$ cat src/rtl/dtm_jtag.sv
// RISC-V debug transport module over a JTAG TAP: 6-bit IR selecting IDCODE,
// DTMCS, DMI or BYPASS, with a single-outstanding DMI request handshake.
module dtm_jtag (
  input  logic         tclk,
  input  logic         trst,
  input  logic         tms,
  input  logic         tdi,
  output logic         tdo,
  output logic         tdo_en,
  output logic         dmi_start,
  input  logic         dmi_finish,
  output logic [1:0]   dmi_op,
  output logic [40:34] dmi_address,
  output logic [33:2]  dmi_data_o,
  input  logic [33:2]  dmi_data_i
);

  localparam logic [3:0] TEST_LOGIC_RESET = 4'd0;
  localparam logic [3:0] RUN_TEST_IDLE    = 4'd1;
  localparam logic [3:0] SELECT_DR_SCAN   = 4'd2;
  localparam logic [3:0] CAPTURE_DR       = 4'd3;
  localparam logic [3:0] SHIFT_DR         = 4'd4;
  localparam logic [3:0] EXIT1_DR         = 4'd5;
  localparam logic [3:0] PAUSE_DR         = 4'd6;
  localparam logic [3:0] EXIT2_DR         = 4'd7;
  localparam logic [3:0] UPDATE_DR        = 4'd8;
  localparam logic [3:0] SELECT_IR_SCAN   = 4'd9;
  localparam logic [3:0] CAPTURE_IR       = 4'd10;
  localparam logic [3:0] SHIFT_IR         = 4'd11;
  localparam logic [3:0] EXIT1_IR         = 4'd12;
  localparam logic [3:0] PAUSE_IR         = 4'd13;
  localparam logic [3:0] EXIT2_IR         = 4'd14;
  localparam logic [3:0] UPDATE_IR        = 4'd15;

  localparam logic [5:0] IR_IDCODE = 6'h01;
  localparam logic [5:0] IR_DTMCS  = 6'h10;
  localparam logic [5:0] IR_DMI    = 6'h11;

  localparam logic [1:0] SEL_BYPASS = 2'd0;
  localparam logic [1:0] SEL_IDCODE = 2'd1;
  localparam logic [1:0] SEL_DTMCS  = 2'd2;
  localparam logic [1:0] SEL_DMI    = 2'd3;

  localparam logic [31:0] IDCODE_VALUE = 32'h1BEEF001;

  logic [3:0]  state;
  logic [5:0]  ir;
  logic [3:0]  next_state_s;
  logic [1:0]  sel_s;
  logic [5:0]  ir_shift_r;
  logic [40:0] dr_shift_r;
  logic [40:0] dr_capture_s;
  logic [40:0] dr_shifted_s;
  logic [31:0] dtmcs_s;
  logic [31:0] read_data_r;
  logic [1:0]  dmistat_r;
  logic        busy_r;
  logic        capture_busy_r;

  assign tdo_en  = (state == SHIFT_DR) || (state == SHIFT_IR);
  assign dtmcs_s = {17'd0, 3'd0, dmistat_r, 6'd7, 4'd1};

  // TAP next-state decode
  always_comb begin
    next_state_s = state;
    case (state)
      TEST_LOGIC_RESET: next_state_s = tms ? TEST_LOGIC_RESET : RUN_TEST_IDLE;
      RUN_TEST_IDLE:    next_state_s = tms ? SELECT_DR_SCAN   : RUN_TEST_IDLE;
      SELECT_DR_SCAN:   next_state_s = tms ? SELECT_IR_SCAN   : CAPTURE_DR;
      CAPTURE_DR:       next_state_s = tms ? EXIT1_DR         : SHIFT_DR;
      SHIFT_DR:         next_state_s = tms ? EXIT1_DR         : SHIFT_DR;
      EXIT1_DR:         next_state_s = tms ? UPDATE_DR        : PAUSE_DR;
      PAUSE_DR:         next_state_s = tms ? EXIT2_DR         : PAUSE_DR;
      EXIT2_DR:         next_state_s = tms ? UPDATE_DR        : SHIFT_DR;
      UPDATE_DR:        next_state_s = tms ? SELECT_DR_SCAN   : RUN_TEST_IDLE;
      SELECT_IR_SCAN:   next_state_s = tms ? TEST_LOGIC_RESET : CAPTURE_IR;
      CAPTURE_IR:       next_state_s = tms ? EXIT1_IR         : SHIFT_IR;
      SHIFT_IR:         next_state_s = tms ? EXIT1_IR         : SHIFT_IR;
      EXIT1_IR:         next_state_s = tms ? UPDATE_IR        : PAUSE_IR;
      PAUSE_IR:         next_state_s = tms ? EXIT2_IR         : PAUSE_IR;
      EXIT2_IR:         next_state_s = tms ? UPDATE_IR        : SHIFT_IR;
      UPDATE_IR:        next_state_s = tms ? SELECT_DR_SCAN   : RUN_TEST_IDLE;
      default:          next_state_s = TEST_LOGIC_RESET;
    endcase
  end

  // Data register selection, capture value and one-bit shift per register length
  always_comb begin
    sel_s        = SEL_BYPASS;
    dr_capture_s = 41'd0;
    dr_shifted_s = {40'd0, tdi};
    case (ir)
      IR_IDCODE: sel_s = SEL_IDCODE;
      IR_DTMCS:  sel_s = SEL_DTMCS;
      IR_DMI:    sel_s = SEL_DMI;
      default:   sel_s = SEL_BYPASS;
    endcase
    case (sel_s)
      SEL_IDCODE: begin
        dr_capture_s = {9'd0, IDCODE_VALUE};
        dr_shifted_s = {9'd0, tdi, dr_shift_r[31:1]};
      end
      SEL_DTMCS: begin
        dr_capture_s = {9'd0, dtmcs_s};
        dr_shifted_s = {9'd0, tdi, dr_shift_r[31:1]};
      end
      SEL_DMI: begin
        dr_capture_s = {dmi_address, read_data_r, (busy_r ? 2'd3 : 2'd0)};
        dr_shifted_s = {tdi, dr_shift_r[40:1]};
      end
      default: begin
        dr_capture_s = 41'd0;
        dr_shifted_s = {40'd0, tdi};
      end
    endcase
  end

  // TAP state, IR/DR shift paths and DMI request tracking
  always_ff @(posedge tclk or negedge trst) begin
    if (!trst) begin
      state          <= TEST_LOGIC_RESET;
      ir             <= IR_IDCODE;
      ir_shift_r     <= 6'd0;
      dr_shift_r     <= 41'd0;
      read_data_r    <= 32'd0;
      dmistat_r      <= 2'd0;
      busy_r         <= 1'b0;
      capture_busy_r <= 1'b0;
      dmi_start      <= 1'b0;
      dmi_op         <= 2'd0;
      dmi_address    <= 7'd0;
      dmi_data_o     <= 32'd0;
    end else begin
      state     <= next_state_s;
      dmi_start <= 1'b0;
      case (state)
        CAPTURE_IR: ir_shift_r <= 6'b000001;
        SHIFT_IR:   ir_shift_r <= {tdi, ir_shift_r[5:1]};
        UPDATE_IR:  ir         <= ir_shift_r;
        CAPTURE_DR: begin
          dr_shift_r <= dr_capture_s;
          if ((sel_s == SEL_DMI) && busy_r) begin
            capture_busy_r <= 1'b1;
            dmistat_r      <= 2'd3;
          end
        end
        SHIFT_DR:   dr_shift_r <= dr_shifted_s;
        UPDATE_DR: begin
          // A scan that captured busy is discarded even if the DM finished meanwhile
          if (sel_s == SEL_DMI) begin
            capture_busy_r <= 1'b0;
            if (!busy_r && !capture_busy_r &&
                ((dr_shift_r[1:0] == 2'd1) || (dr_shift_r[1:0] == 2'd2))) begin
              dmi_op      <= dr_shift_r[1:0];
              dmi_address <= dr_shift_r[40:34];
              dmi_data_o  <= dr_shift_r[33:2];
              dmi_start   <= 1'b1;
              busy_r      <= 1'b1;
            end
          end else if (sel_s == SEL_DTMCS) begin
            if (dr_shift_r[16] || dr_shift_r[17]) begin
              dmistat_r <= 2'd0;
            end
            if (dr_shift_r[17]) begin
              busy_r <= 1'b0;
            end
          end
        end
        default: ;
      endcase
      if (dmi_finish && busy_r) begin
        read_data_r <= dmi_data_i;
        busy_r      <= 1'b0;
      end
      if (next_state_s == TEST_LOGIC_RESET) begin
        ir             <= IR_IDCODE;
        busy_r         <= 1'b0;
        dmistat_r      <= 2'd0;
        capture_busy_r <= 1'b0;
      end
    end
  end

  // Serial output changes on the falling edge so the host samples a settled bit
  always_ff @(negedge tclk or negedge trst) begin
    if (!trst) begin
      tdo <= 1'b0;
    end else if (state == SHIFT_DR) begin
      tdo <= dr_shift_r[0];
    end else if (state == SHIFT_IR) begin
      tdo <= ir_shift_r[0];
    end else begin
      tdo <= 1'b0;
    end
  end

endmodule

$ cat config.mk
export PLATFORM = sky130hd
export DESIGN_NAME = dtm_jtag
export DESIGN_NICKNAME = d
export VERILOG_FILES = /design/src/rtl/dtm_jtag.sv
export SDC_FILE = /design/constraint.sdc
export NUM_CORES = 1
export LEC_CHECK = 0
export ABC_AREA = 1
export CAP_MARGIN = 20
export CORE_UTILIZATION = 30
export CTS_CLUSTER_SIZE = 28
export DETAILED_ROUTE_END_ITERATION = 10
export GPL_TIMING_DRIVEN = 0
export PLACE_DENSITY = 0.48
export SETUP_SLACK_MARGIN = 0.2
export SLEW_MARGIN = 25
export SYNTH_ARGS = -nofsm -noshare
export SYNTH_HDL_FRONTEND = slang
export SYNTH_SLANG_ARGS = --single-unit
$ cat constraint.sdc
create_clock -name tclk -period 2.5 [get_ports tclk]
set_input_delay 0.5 -clock tclk [delete_from_list [all_inputs] [get_ports tclk]]
set_output_delay 0.5 -clock tclk [all_outputs]
set_load 0.005 [all_outputs]
==> Implementation_results.wiki, run 1 <==
{| class="wikitable"
! Metric !! Value
|-
| Result of the run || finished, violations left
|-
| Failing checks || negative setup slack
|-
| Instance count of the mapped netlist || approximately 700
|-
| Combinational group share of total power || 24.1%
|-
| Count of antenna-violating nets left after detailed routing || 0
|-
| Max-capacitance violation count || 0
|-
| Total routing usage reported by global routing || about 17%
|-
| Worst IR drop on VDD || 0.548 mV
|-
| Most common cell after layout, fill and taps aside || nand2_1
|-
| Max-slew violation total from the final report || 0
|-
| Share of cells above drive strength 1 || a little under a tenth
|-
| Leakage power of the design || 0.00369 uW
|-
| Clock buffer depth || 2
|-
| GR Overflow Total || 0
|-
| Detailed-router iteration count before antenna repair || 5
|-
| Worst path slowest cell || dfrtn_1
|-
| Share of total power in sequential cells || 42.2%
|-
| Fin nets || 859
|-
| Setup tns final || -0.166 ns
|-
| Yosys reg bits || roughly 140
|-
| Synth async-reset ratio || 100%
|-
| Share of total power in the clock network || 33.7%
|-
| Maximum level of the CTS H-tree || 4
|-
| Clock root cell || clkbuf_16
|-
| Synthesis Warnings || 0
|-
| TritonCTS clock tree || built
|-
| Most frequent cells in the layout || nand2_1 (262), dfrtp_1 (132), clkdlybuf4s50_1 (78)
|-
| Initial Utilization || 30.7%
|-
| Switching power total || around 2200 uW
|-
| Tightest Hold Check Type || in -> async
|-
| Placeable core region || 19,500 sq um
|-
| Die span in x || 143 um
|-
| Post-Synthesis Cell Area || 5990 sq um
|-
| Critical Path End Type || primary output
|-
| Detail-routed net length per standard cell || 15.1 um
|-
| Count of final hold-check violations || 0
|-
| Crit path depth || 1
|-
| Biggest fanout along the worst timing path || 1
|-
| Critical path type || reg -> out
|-
| Number of remaining DRC errors || 0
|-
| Avg Synthesized Cell Area || 8.35 sq um
|-
| Fraction of the core area covered by cells at the end of the flow || 39.6%
|-
| Series of cell instances along the critical path || buf_2
|-
| Rel. slew slack || about 60%
|-
| Number of global-route vias before repair || 5,025
|-
| Post-synth cell types || 30
|-
| Total wire length after detailed routing || about 17,000 um
|-
| Area delta synth->final || 29.0%
|-
| Vias after detailed routing || 5,079
|-
| Min setup slack post-route || -0.133 ns
|-
| Number of flops mapped to enable cells by yosys || 0
|-
| Port Buffer Count || 80
|-
| Placed insts || 1,064
|-
| Transition time of the tightest slew-check pin || 0.584 ns
|-
| Arrival time of data at the critical path endpoint || 2.13 ns
|-
| Clk Latency, worst-skew pair || 0.42 ns
|-
| Kind of cell adding the most delay to the critical path || flip-flops
|-
| Share of the yosys chip area belonging to registers || 56.4%
|-
| Setup repair after global routing missed its margin || true
|-
| Initial detailed-routing violation count || around 360
|-
| Delay contributed by the slowest stage of the critical path || approximately 0.38 ns
|-
| Die ar. || about 20,000 sq um
|-
| Number of cell rows || just over 50
|-
| Pin count of the biggest net entering global routing || 84
|-
| Syn_nets || 757
|-
| Clock slew seen by the registers of the worst setup and hold paths || about 0.050 ns
|-
| Number of buffer and inverter stages on the critical path || 1
|-
| Main flop type after synthesis || dfrtp_1
|-
| Final weighted congestion in routability-driven placement || roughly 0.85
|-
| Worst-case clock skew || 0.0209 ns
|-
| CP startpoint kind || flip-flop
|-
| Cells on worst reg2reg path || 7
|-
| Global-route wire length before repair || 27,000 um
|-
| Power Internal || 4430 uW
|-
| Detailed placer's ending HPWL || about 12,000 um
|-
| Die H || 143 um
|-
| Switching Fraction || about a third
|-
| Number of cells in the finished layout apart from fillers || 1,095
|-
| Setup Fix Bufs, Post-CTS || 0
|-
| Antenna cell count || 0
|-
| I/O pin count || 81
|-
| Number of failing setup endpoints in the final timing report || 2
|-
| Clock sink total || 135
|-
| Clock buffers created by TritonCTS || 17
|-
| Data required time of the worst path || 2.00 ns
|-
| Initial antenna violation count || 0
|-
| Cell Pwr Density || 856 nW/um^2
|-
| Detail-routed via count per cell || 4.64
|}
-- layout make-up --
type,instances,area (sq um)
Clock buffer,25,505
Tap cell,265,332
Multi-Input combinational cell,490,2200
Clock inverter,4,20.0
Buffer,32,191
Timing Repair Buffer,83,866
Fill cell,2010,11800
Inverter,61,231
Sequential cell,135,3380
-- path summary, 6_finish.rpt --
check | end | slack (ns) | from
max | tdo | -0.13 | tdo
max reg2reg | tdo | -0.03 | state[2]
max in group asynchronous | tdo | 0.83 | trst
min | ir[0] | 0.06 | trst
min in group tclk | dmi_data_o[16] | 0.48 | dmi_data_o[16]
min reg2reg | dmi_data_o[16] | 0.48 | dmi_data_o[16]
-- flip-flops by register name (all words and copies together) (netlist names) --
register,cells
ir,6
state,4
dmi_start,1
dr_shift_r,41
capture_busy_r,1
tdo,1
dmistat_r,1
dmi_address,7
ir_shift_r,6
read_data_r,32
dmi_data_o,32
busy_r,1
dmi_op,2
-- cells by family (layout without fill, tap and decap cells) --
| logic type | count (synthesis) | count (layout) | share of synthesized area, % |
|---|---|---|---|
| adders and majority gates | 2 | 2 | 0.418 |
| and+or+nand+nor | 371 | 371 | 25.6 |
| muxes | 1 | 1 | 0.167 |
| buffers and inverters | 93 | 205 | 6.93 |
| DFF | 135 | 135 | 56.4 |
| AOI/OAI and AO/OA | 116 | 116 | 10.5 |
-- Yosys cell counts (2+ instances only) --
library cell  count  share of area (%)
nand2_1         263                 16
dfrtp_1         133                 56
inv_1            56                3.5
o21ai_0          51                4.3
nand3_1          50                4.2
nor2_1           42                2.6
a21oi_1          21                1.8
a31oi_1          17                1.8
o22ai_1          16                1.7
buf_2            15                1.3
clkbuf_1         10               0.63
o21ai_1           8               0.67
nor2_4            6                1.1
inv_2             4               0.25
buf_4             3               0.38
buf_6             3               0.56
nand2_2           3               0.31
ha_1              2               0.42
nand3b_1          2               0.25
nand4_1           2               0.21
o211ai_1          2               0.25
-- layer usage --
metal / wire length (um) / global-route usage, % / part of all wire, %
met1: 8600 / 26.0 / 52
met2: 7060 / 25.4 / 43
met3: 682 / 2.90 / 4.1
met4: 223 / 6.05 / 1.3
met5: 0 / 0 / 0
-- stage by stage --
step | total power [uW] | worst slack [ns] | instance area (sq um) | hold slack (ns)
2_1_floorplan | 3810 | 0.172 | 6000 | 0.204
3_3_place_gp | 4360 | -5.60 | 7130 | 0.466
3_5_place_dp | 4410 | -0.119 | 7160 | 0.440
4_1_cts | 6670 | -0.148 | 7720 | 0.0496
5_1_grt | 7010 | -0.160 | 7730 | 0.0487
6_report | 6620 | -0.133 | 7730 | 0.0582
-- power by group through the flow --
stage                     Clock, uW  Combinational, uW  Sequential, uW
after floorplan                   0               1110            2700
after global placement            0               1550            2810
after detailed placement          0               1590            2820
after CTS                      2290               1600            2790
after global routing           2390               1800            2820
final                          2230               1590            2790
-- timing repair --
item	4_1_cts	5_1_grt
hold endpoints to repair	6	0
hold buffers	2	0
endpoints found under the setup margin	3	15
resized for setup	6	4
gates cloned	0	0
(Power assumes the default switching activity.)
==> inputs of run 2 (changes only) <==
--- a/config.mk
+++ b/config.mk
@@ -13,7 +13,7 @@
 export GPL_TIMING_DRIVEN = 0
 export PLACE_DENSITY = 0.48
 export SETUP_SLACK_MARGIN = 0.2
-export SLEW_MARGIN = 25
+export SLEW_MARGIN = 20
 export SYNTH_ARGS = -nofsm -noshare
 export SYNTH_HDL_FRONTEND = slang
 export SYNTH_SLANG_ARGS = --single-unit
==> results of run 2 <==
Same layout as run 1: the final DEF is identical, and so are final timing and power.
==> inputs of run 3 (changes only) <==
--- a/config.mk
+++ b/config.mk
@@ -7,10 +7,13 @@
 export LEC_CHECK = 0
 export ABC_AREA = 1
 export CAP_MARGIN = 20
+export CORE_ASPECT_RATIO = 1.2
 export CORE_UTILIZATION = 30
+export CTS_CLUSTER_DIAMETER = 200
 export CTS_CLUSTER_SIZE = 28
 export DETAILED_ROUTE_END_ITERATION = 10
 export GPL_TIMING_DRIVEN = 0
+export MAX_ROUTING_LAYER = met4
 export PLACE_DENSITY = 0.48
 export SETUP_SLACK_MARGIN = 0.2
 export SLEW_MARGIN = 20
==> run 3 against run 2 <==
Effect of this change: the run still ends with negative setup slack left; die area barely moved; register-to-register slack got worse by 0.02 ns; via count fell by 1.7%; routed wire length fell by 5.2%; setup slack improved by 0.0075 ns; sequential cell count did not move; clock skew rose by 0.0011 ns; non-clock buffer count fell by 2; combinational power barely moved; utilization barely moved; power rose by 2.5%; critical path type unchanged; critical endpoint unchanged.
==> Implementation_results.wiki, run 3 (synthesis gave the netlist of run 1 again) <==
{| class="wikitable"
! Metric !! Value
|-
| Result of the run || finished, violations left
|-
| Failing checks || negative setup slack
|-
| Transition time of the tightest slew-check pin || 0.496 ns (-0.0882 ns)
|-
| Most congested layer reported by global routing || met2
|-
| Worst path slowest cell || dfrtn_1
|-
| Delay contributed by the slowest stage of the critical path || 0.38 ns (about the same)
|-
| Largest registers || dr_shift_r x41, dmi_data_o x32, read_data_r x32
|-
| Most frequent cells in the layout || nand2_1 (263), dfrtp_1 (132), clkdlybuf4s50_1 (78)
|-
| Arrival time of data at the critical path endpoint || 2.13 ns (about the same)
|-
| Clock sink total || 135 (unchanged)
|-
| Critical path type || reg -> out
|-
| Clock buffers created by TritonCTS || 17 (unchanged)
|-
| Detailed placer's ending HPWL || 11,700 um (-2.7%)
|-
| Total wire length after detailed routing || 15,700 um (-5.2%)
|-
| Cell area after placement || 7160 sq um (about the same)
|-
| Total routing usage reported by global routing || 17.1% (-0.35 points)
|-
| Met3 usage || 3.62% (+0.72 points)
|-
| Leakage power of the design || 0.00369 uW (about the same)
|-
| I/O pin count || 81 (unchanged)
|-
| Worst hold slack || 0.0120 ns (-0.0462 ns)
|-
| Detail-routed net length per standard cell || 14.4 um (-5.1%)
|-
| Pin count of the biggest net entering global routing || 76 (-9.5%)
|-
| Register with the highest flop count || dr_shift_r
|-
| Number of failing setup endpoints in the final timing report || 2 (unchanged)
|-
| Area delta synth->final || 29.2%
|-
| Detail-routed via count per cell || 4.56 (-1.6%)
|-
| Count of antenna-violating nets left after detailed routing || 0 (unchanged)
|-
| Flip-flop count of the largest register after layout || 41 (unchanged)
|-
| CP startpoint kind || flip-flop
|-
| Global-route wire length before repair || 25,900 um (-3.9%)
|-
| Die H || 157 um (+9.4%)
|-
| Worst-case clock skew || 0.0219 ns (+0.00107 ns)
|-
| Endpoint of the worst-slack reg-to-reg timing path || tdo
|-
| Critical Path End Type || primary output
|-
| Tightest Hold Check Type || in -> async
|-
| Number of buffer and inverter stages on the critical path || 1 (unchanged)
|-
| Min setup slack post-route || -0.126 ns (+0.00746 ns)
|-
| Maximum level of the CTS H-tree || 4 (unchanged)
|-
| Data required time of the worst path || 2.00 ns (about the same)
|-
| Crit path depth || 1 (unchanged)
|-
| Initial Utilization || 30.7% (-0.035 points)
|-
| Cells on worst reg2reg path || 7 (unchanged)
|-
| Max-slew violation total from the final report || 0 (unchanged)
|-
| Clk Latency, worst-skew pair || 0.42 ns (about the same)
|-
| Clock slew seen by the registers of the worst setup and hold paths || 0.06 ns (about the same)
|-
| Initial antenna violation count || 2 (+2)
|-
| Fin nets || 857 (-0.23%)
|-
| Met1 Track Usage GR || 23.3% (-2.7 points)
|-
| Max-capacitance violation count || 0 (unchanged)
|-
| Register-to-Register Setup Slack || -0.05 ns (-0.02 ns)
|-
| Placeable core region || 19,500 sq um (+0.12%)
|-
| Initial detailed-routing violation count || 373 (+4.5%)
|-
| Final non-filler cell area || 7740 sq um (+0.16%)
|-
| Number of remaining DRC errors || 0 (unchanged)
|-
| Kind of cell adding the most delay to the critical path || flip-flops
|-
| Cell Pwr Density || 876 nW/um^2 (+2.3%)
|-
| Die span in x || 131 um (-8.6%)
|-
| Rel. slew slack || 66.7% (+5.7 points)
|-
| Series of cell instances along the critical path || buf_2
|-
| Number of gates given a new drive strength after cts || 5 (-1)
|-
| Die ar. || 20,500 sq um (about the same)
|-
| Count of final hold-check violations || 0 (unchanged)
|-
| Share of cells above drive strength 1 || 9.03% (-0.13 points)
|-
| Vias after detailed routing || 4,994 (-1.7%)
|-
| Clock root cell || clkbuf_16
|-
| Port Buffer Count || 80 (unchanged)
|-
| R2r startpoint || state[2]
|-
| TritonCTS clock tree || built
|-
| Number of cell rows || 56 (+9.8%)
|-
| Clock buffer depth || 2 (unchanged)
|-
| Setup Fix Bufs, Post-CTS || 0 (unchanged)
|-
| Final weighted congestion in routability-driven placement || 0.808 (-5.5%)
|-
| Biggest fanout along the worst timing path || 1 (unchanged)
|-
| Worst IR drop on VDD || 0.474 mV (-14%)
|-
| Number of global-route vias before repair || 4,904 (-2.4%)
|-
| Detailed-router iteration count before antenna repair || 5 (unchanged)
|-
| Total of hold buffers inserted after clock tree synthesis || 0 (-2)
|-
| GR Overflow Total || 0 (unchanged)
|-
| Most common cell after layout, fill and taps aside || nand2_1
|-
| Global Route met2 Usage || 24.9% (-0.58 points)
|-
| Setup repair after global routing missed its margin || true
|}
run 3: per-layer routing:
metal	up-vias	share of wire [%]
met5	-	0
met4	0	1.4
met3	19	3.7
met2	113	45
met1	2342	50
li1	2520	-
run 3: stage by stage:
stage	setup slack (ns)	utilization [%]	std cells	TNS [ns]	total power [uW]
after floorplan	0.172	-	718	0	3810
after global placement	-5.54	36.5	1059	-607.74	4340
after detailed placement	-0.105	36.6	1060	-0.131	4380
after CTS	-0.136	39.6	1092	-0.201	6840
after global routing	-0.157	39.6	1094	-0.325	7200
final	-0.126	39.6	1094	-0.173	6780
run 3: power breakdown:
group / internal, uW / switching (uW)
Sequential: 2490 / 276
Clock: 1540 / 903
Combinational: 559 / 1010
run 3: how the worst max path moves through the flow:
stage | from | endpoint | slack [ns]
floorplan | state[2] | tdo | 0.17
CTS | tdo | tdo | -0.14
global placement | trst | tdo | -5.54
detailed placement | tdo | tdo | -0.10
finish | tdo | tdo | -0.13
global route | tdo | tdo | -0.16
run 3: area by class of cell:
| cell class | count | area, sq um |
|---|---|---|
| buffer | 32 | 194 |
| fill | 1959 | 11800 |
| antenna | 2 | 5.00 |
| clock inverter | 8 | 96.3 |
| tap | 261 | 327 |
| inverter | 61 | 231 |
| clock buffer | 24 | 482 |
| sequential | 135 | 3380 |
| multi-input combinational | 490 | 2200 |
| timing repair buffer | 81 | 828 |
